--- config.mk ---
export PLATFORM = sky130hd
export DESIGN_NAME = efi_spi_master
export DESIGN_NICKNAME = d
export VERILOG_FILES = /design/src/rtl/efi_spi_master.sv
export SDC_FILE = /design/constraint.sdc
export NUM_CORES = 1
export LEC_CHECK = 0
export CAP_MARGIN = 20
export CORE_MARGIN = 8
export CORE_UTILIZATION = 55
export CTS_CLUSTER_SIZE = 40
export DETAILED_ROUTE_END_ITERATION = 10
export HOLD_SLACK_MARGIN = 0.05
export PLACE_DENSITY = 0.88
export SYNTH_ARGS = -nofsm -noshare
export SYNTH_HDL_FRONTEND = slang
export SYNTH_SLANG_ARGS = --single-unit
--- constraint.sdc ---
create_clock -name clk -period 3.9 [get_ports clk]
set_input_delay 0.39 -clock clk [delete_from_list [all_inputs] [get_ports clk]]
set_output_delay 0.39 -clock clk [all_outputs]
set_load 0.02 [all_outputs]
--- src/rtl/efi_spi_master.sv ---
// SPI mode-0 initiator: fixed-width MSB-first full-duplex words,
// programmable SCK rate, cs setup/hold timing and held-cs bursts.
module efi_spi_master #(
    parameter int WIDTH    = 16,
    parameter int CLK_DIV  = 4,
    parameter int CS_SETUP = 2,
    parameter int CS_HOLD  = 2
) (
    input  logic             clk,
    input  logic             reset_n,
    input  logic             start,
    input  logic [WIDTH-1:0] tx_data,
    input  logic             hold_cs,
    input  logic             release_cs,
    output logic             busy,
    output logic             done,
    output logic [WIDTH-1:0] rx_data,
    output logic             sck,
    output logic             mosi,
    input  logic             miso,
    output logic             cs
);

    localparam int TM0  = (CLK_DIV > CS_SETUP) ? CLK_DIV : CS_SETUP;
    localparam int TMAX = (TM0 > CS_HOLD) ? TM0 : CS_HOLD;
    localparam int CW   = $clog2(TMAX + 1);
    localparam int BW   = $clog2(WIDTH + 1);

    localparam logic [CW-1:0] DIV_LAST   = CW'(CLK_DIV - 1);
    localparam logic [CW-1:0] SETUP_LAST = CW'(CS_SETUP - 1);
    localparam logic [CW-1:0] HOLD_LAST  = CW'(CS_HOLD - 1);
    localparam logic [BW-1:0] BIT_LAST   = BW'(WIDTH - 1);

    typedef enum logic [2:0] {
        S_IDLE,
        S_SETUP,
        S_XFER,
        S_HOLD,
        S_GAP,
        S_HELD
    } state_t;

    state_t           state_q, state_d;
    logic [CW-1:0]    cnt_q, cnt_d;
    logic [BW-1:0]    bit_q, bit_d;
    logic [WIDTH-1:0] tx_q, tx_d;
    logic [WIDTH-1:0] rx_q, rx_d;
    logic [WIDTH-1:0] rx_data_q, rx_data_d;
    logic             hold_q, hold_d;
    logic             sck_q, sck_d;
    logic             mosi_q, mosi_d;
    logic             cs_q, cs_d;
    logic             done_q, done_d;
    logic             busy_q, busy_d;

    // Next-state and next-output computation for the transfer sequencer
    always_comb begin
        state_d   = state_q;
        cnt_d     = cnt_q;
        bit_d     = bit_q;
        tx_d      = tx_q;
        rx_d      = rx_q;
        rx_data_d = rx_data_q;
        hold_d    = hold_q;
        sck_d     = sck_q;
        mosi_d    = mosi_q;
        cs_d      = cs_q;
        done_d    = 1'b0;

        unique case (state_q)
            S_IDLE, S_HELD: begin
                if (start) begin
                    state_d = S_SETUP;
                    cnt_d   = '0;
                    bit_d   = '0;
                    tx_d    = tx_data;
                    rx_d    = '0;
                    hold_d  = hold_cs;
                    sck_d   = 1'b0;
                    mosi_d  = tx_data[WIDTH-1];
                    cs_d    = 1'b0;
                end else if (state_q == S_HELD && release_cs) begin
                    state_d = S_GAP;
                    cnt_d   = '0;
                    cs_d    = 1'b1;
                end
            end
            S_SETUP: begin
                if (cnt_q == SETUP_LAST) begin
                    state_d = S_XFER;
                    cnt_d   = '0;
                end else begin
                    cnt_d = cnt_q + CW'(1);
                end
            end
            S_XFER: begin
                if (cnt_q == DIV_LAST) begin
                    cnt_d = '0;
                    sck_d = ~sck_q;
                    if (!sck_q) begin
                        rx_d = {rx_q[WIDTH-2:0], miso};
                    end else if (bit_q == BIT_LAST) begin
                        state_d = S_HOLD;
                    end else begin
                        bit_d  = bit_q + BW'(1);
                        tx_d   = {tx_q[WIDTH-2:0], 1'b0};
                        mosi_d = tx_q[WIDTH-2];
                    end
                end else begin
                    cnt_d = cnt_q + CW'(1);
                end
            end
            S_HOLD: begin
                if (cnt_q == HOLD_LAST) begin
                    cnt_d     = '0;
                    done_d    = 1'b1;
                    rx_data_d = rx_q;
                    if (hold_q) begin
                        state_d = S_HELD;
                        mosi_d  = 1'b0;
                    end else begin
                        state_d = S_GAP;
                        cs_d    = 1'b1;
                    end
                end else begin
                    cnt_d = cnt_q + CW'(1);
                end
            end
            S_GAP: begin
                if (cnt_q == HOLD_LAST) begin
                    state_d = S_IDLE;
                    cnt_d   = '0;
                end else begin
                    cnt_d = cnt_q + CW'(1);
                end
            end
            default: begin
                state_d = S_IDLE;
                cs_d    = 1'b1;
                sck_d   = 1'b0;
            end
        endcase

        busy_d = !(state_d inside {S_IDLE, S_HELD});
    end

    // State and registered outputs; reset aborts any transfer at once
    always_ff @(posedge clk or negedge reset_n) begin
        if (!reset_n) begin
            state_q   <= S_IDLE;
            cnt_q     <= '0;
            bit_q     <= '0;
            tx_q      <= '0;
            rx_q      <= '0;
            rx_data_q <= '0;
            hold_q    <= 1'b0;
            sck_q     <= 1'b0;
            mosi_q    <= 1'b0;
            cs_q      <= 1'b1;
            done_q    <= 1'b0;
            busy_q    <= 1'b0;
        end else begin
            state_q   <= state_d;
            cnt_q     <= cnt_d;
            bit_q     <= bit_d;
            tx_q      <= tx_d;
            rx_q      <= rx_d;
            rx_data_q <= rx_data_d;
            hold_q    <= hold_d;
            sck_q     <= sck_d;
            mosi_q    <= mosi_d;
            cs_q      <= cs_d;
            done_q    <= done_d;
            busy_q    <= busy_d;
        end
    end

    assign busy    = busy_q;
    assign done    = done_q;
    assign rx_data = rx_data_q;
    assign sck     = sck_q;
    assign mosi    = mosi_q;
    assign cs      = cs_q;

endmodule

==> results.cfg <==
[min_path]
hold_path.class = in -> async

[worst_setup_path]
slowest_stage = buf_4
critical_path_buf_inv_count = 1
cp-endpoint = bit_q[3]
reg2reg_slack_ns = 1.62
startpoint_type = register
path_common_cell = ha_1
crit_type = reg -> reg
crit_start = bit_q[0]
critPathMaxStageDelay_ns = 0.41
cp_cell_sequence = ha_1 > and3_1 > ha_1 > nand3b_1 > a222oi_1 > buf_4 > nand3_1 > a21oi_1
r2r_end = bit_q[3]
worst-path-stages = 8
cp_top_family = simple AND/OR/NAND/NOR gates
critPathMaxFanout = 38
worst-endpoint-arrival_ns = 2.55
cp.required_ns = 4.17
cp-end-kind = register
r2r_start = bit_q[0]
reg2reg_depth = 8

[placed_design]
dp_hpwl_um = 4258
gp_congestion = 0.8576
portBuffers = 42
dp_cells = 385
pre_cts_slack_ns = 1.510

[logic_synthesis]
synth_cell_types = 46
syn-cell-area_um2 = 3079
synth_top_cell_by_area = dfrtp_1
synth_edf_count = 0
synthFlopType = dfrtp_1
synth_cells = 285
async_flop_share_pct = 100.0
synth.avg_cell_area_um2 = 10.80
synth.top_cell.area_share_pct = 51.20
syn_nets = 313
ys_ff_latch = 64
synthTopCellsByArea = dfrtp_1 (51%), mux2i_1 (10%), mux2_2 (6.6%), a21oi_1 (3.6%), inv_1 (3.4%)
yosysWarningCount = 0
yosysSeqAreaShare_pct = 52.05

[floorplanning]
io_pins = 43
core_area_um2 = 5473
dieArea_um2 = 8249
die_w_um = 90.83
die_y_um = 90.83
fp-row-count = 27
initial_core_util_pct = 56.26

[routing]
drc = 0
totalWireLength_um = 6173
vias = 2154
postRouteAntennaNets = 0
first_pass_iters = 4
first_iter_violations = 107
via_per_inst = 5.358
detail_route.wl_per_cell_um = 15.36

[sta]
finalSetupTns_ns = 0
drv_slew = 0
hold_viol = 0
finalCritPeriodShare_pct = 58.55
skew_ns = 0.007694
setup_viol = 0
fin_ws_ns = 1.616
rsz0062_at_grt = false
min_period_ns = 2.284
maxSlewHeadroom_pct = 39.30
max_freq_ghz = 0.4379
tightest_slew_ns = 0.9095

[cells_and_area]
layout-drive-gt1-share_pct = 13.64
nNetsFinal = 353
n_antenna_cell = 0
stdcell_count = 402
areaGrowthSynthToFinish_pct = 21.50

[global_route]
use_met2_pct = 25.94
gr-total-overflow = 0
grt_antenna_before_repair = 0
busiest_layer = met2
grt_max_degree = 40
track_usage_pct = 16.17
grt_use_met1_pct = 19.27
grt_pass1_vias = 2286
grt_pass1_wl_um = 10860
use_met3_pct = 5.569

[clock_tree]
cts-resized-gates = 0
cts_buffers = 9
cts.sinks = 64
clock_path_buffers = 2
root_buffer = clkbuf_8
cts_tree = built
clkLatencyLatePin_ns = 0.34
post_cts_buffers = 0
postCtsHoldBufs = 0
cts.htree.levels = 3
path_clk_slew_ns = 0.07

[pwr]
sequentialPowerShare_pct = 36.4
p_sw_share_pct = 37.81
clock_power_share_pct = 21.7
comb_power_share_pct = 41.9
p_sw_w = 0.001096
vdd_drop_max_mv = 0.4558
cellPowerDensity_nw_per_um2 = 775.0
internal_power_w = 0.001803
leakagePower_nw = 1.615

[job]
maxCapViolations = 0

[status]
status = complete, no violations
-- cells by family (layout without fill, tap and decap cells) --
family	Yosys count	in the layout	share of synthesized area (%)
AO/OA/AOI/OAI	48	48	9.713
buffers and inverters	45	90	6.907
flip-flops	64	64	52.05
multiplexers	50	50	16.98
XOR/XNOR	1	1	0.2845
adder cells (fa/ha/maj)	6	6	2.438
AND/OR/NAND/NOR	71	71	11.62
-- Yosys cell counts, types with 2 or more instances --
master and number:
dfrtp_1 63, mux2i_1 32, inv_1 28, a21oi_1 22, nand2_1 21, mux2_2 18
nor2_1 18, o21ai_0 8, buf_4 6, ha_1 6, nand2b_1 6, nand3b_1 5
and3_1 4, buf_2 4, nor3b_1 4, clkbuf_1 3, nand3_1 3, a21o_1 2
a21oi_2 2, a221o_1 2, buf_6 2, nor2b_1 2
-- power by group through the flow --
stage | Clock (W) | Combinational [W] | Sequential [W]
final | 0.000629 | 0.00122 | 0.00106
after detailed placement | 0 | 0.00121 | 0.00107
after floorplan | 0 | 0.000881 | 0.00108
after global placement | 0 | 0.00117 | 0.00105
after global routing | 0.000675 | 0.00133 | 0.00109
after CTS | 0.000640 | 0.00122 | 0.00105
-- worst min path at each step --
stage	to	depth (start not counted)
5_1_grt	rx_data[0]	1
4_1_cts	state_q[0]	1
6_report	state_q[0]	1
3_5_place_dp	state_q[0]	1
3_3_place_gp	state_q[2]	1
2_1_floorplan	bit_q[0]	0
-- registers in the layout, indices dropped and copies added, names as in the netlist --
| signal | count |
|---|---|
| bit_q | 5 |
| busy | 1 |
| cnt_q | 3 |
| cs | 1 |
| done | 1 |
| hold_q | 1 |
| mosi | 1 |
| rx_data | 16 |
| rx_q | 16 |
| sck | 1 |
| state_q | 3 |
| tx_q | 15 |
-- metal layers --
| metal | up-vias | part of all wire (%) |
|---|---|---|
| li1 | 1044 | - |
| met1 | 1055 | 46 |
| met2 | 44 | 49 |
| met3 | 11 | 4.4 |
| met4 | 0 | 1.6 |
| met5 | - | 0 |
-- metrics by stage --
step	power, W	hold WS, ns	util, %	cell area [um^2]
CTS	0.002915	0.05023	68.15	3730
global route	0.003096	0.06526	68.36	3741
detailed placement	0.002278	0.4229	64.11	3508
floorplan	0.001958	0.09441	-	3079
finish	0.002899	0.04094	68.36	3741
global placement	0.002219	0.4147	64.11	3508
-- final cells by class --
type	instances	area (um^2)
multi-input combinational	176	1272
sequential	64	1603
tap	72	90.09
timing repair buffer	46	449.2
inverter	28	105.1
fill	418	1732
clock buffer	11	141.4
clock inverter	5	80.08
-- cell usage in the layout (no fill, tap or decap), drive strengths merged, types with 2 or more instances in the layout --
cell type      count
a21o               2
a21oi             24
a221o              2
and3               4
buf                5
bufinv             2
clkbuf            11
clkdlybuf4s50     41
clkinvlp           2
dfrtp             63
ha                 6
inv               28
mux2              18
mux2i             32
nand2             21
nand2b             6
nand3              3
nand3b             5
nor2              19
nor2b              2
nor3b              4
o21ai              8
or2                2
Note: power is estimated with default switching activity, not from simulation.
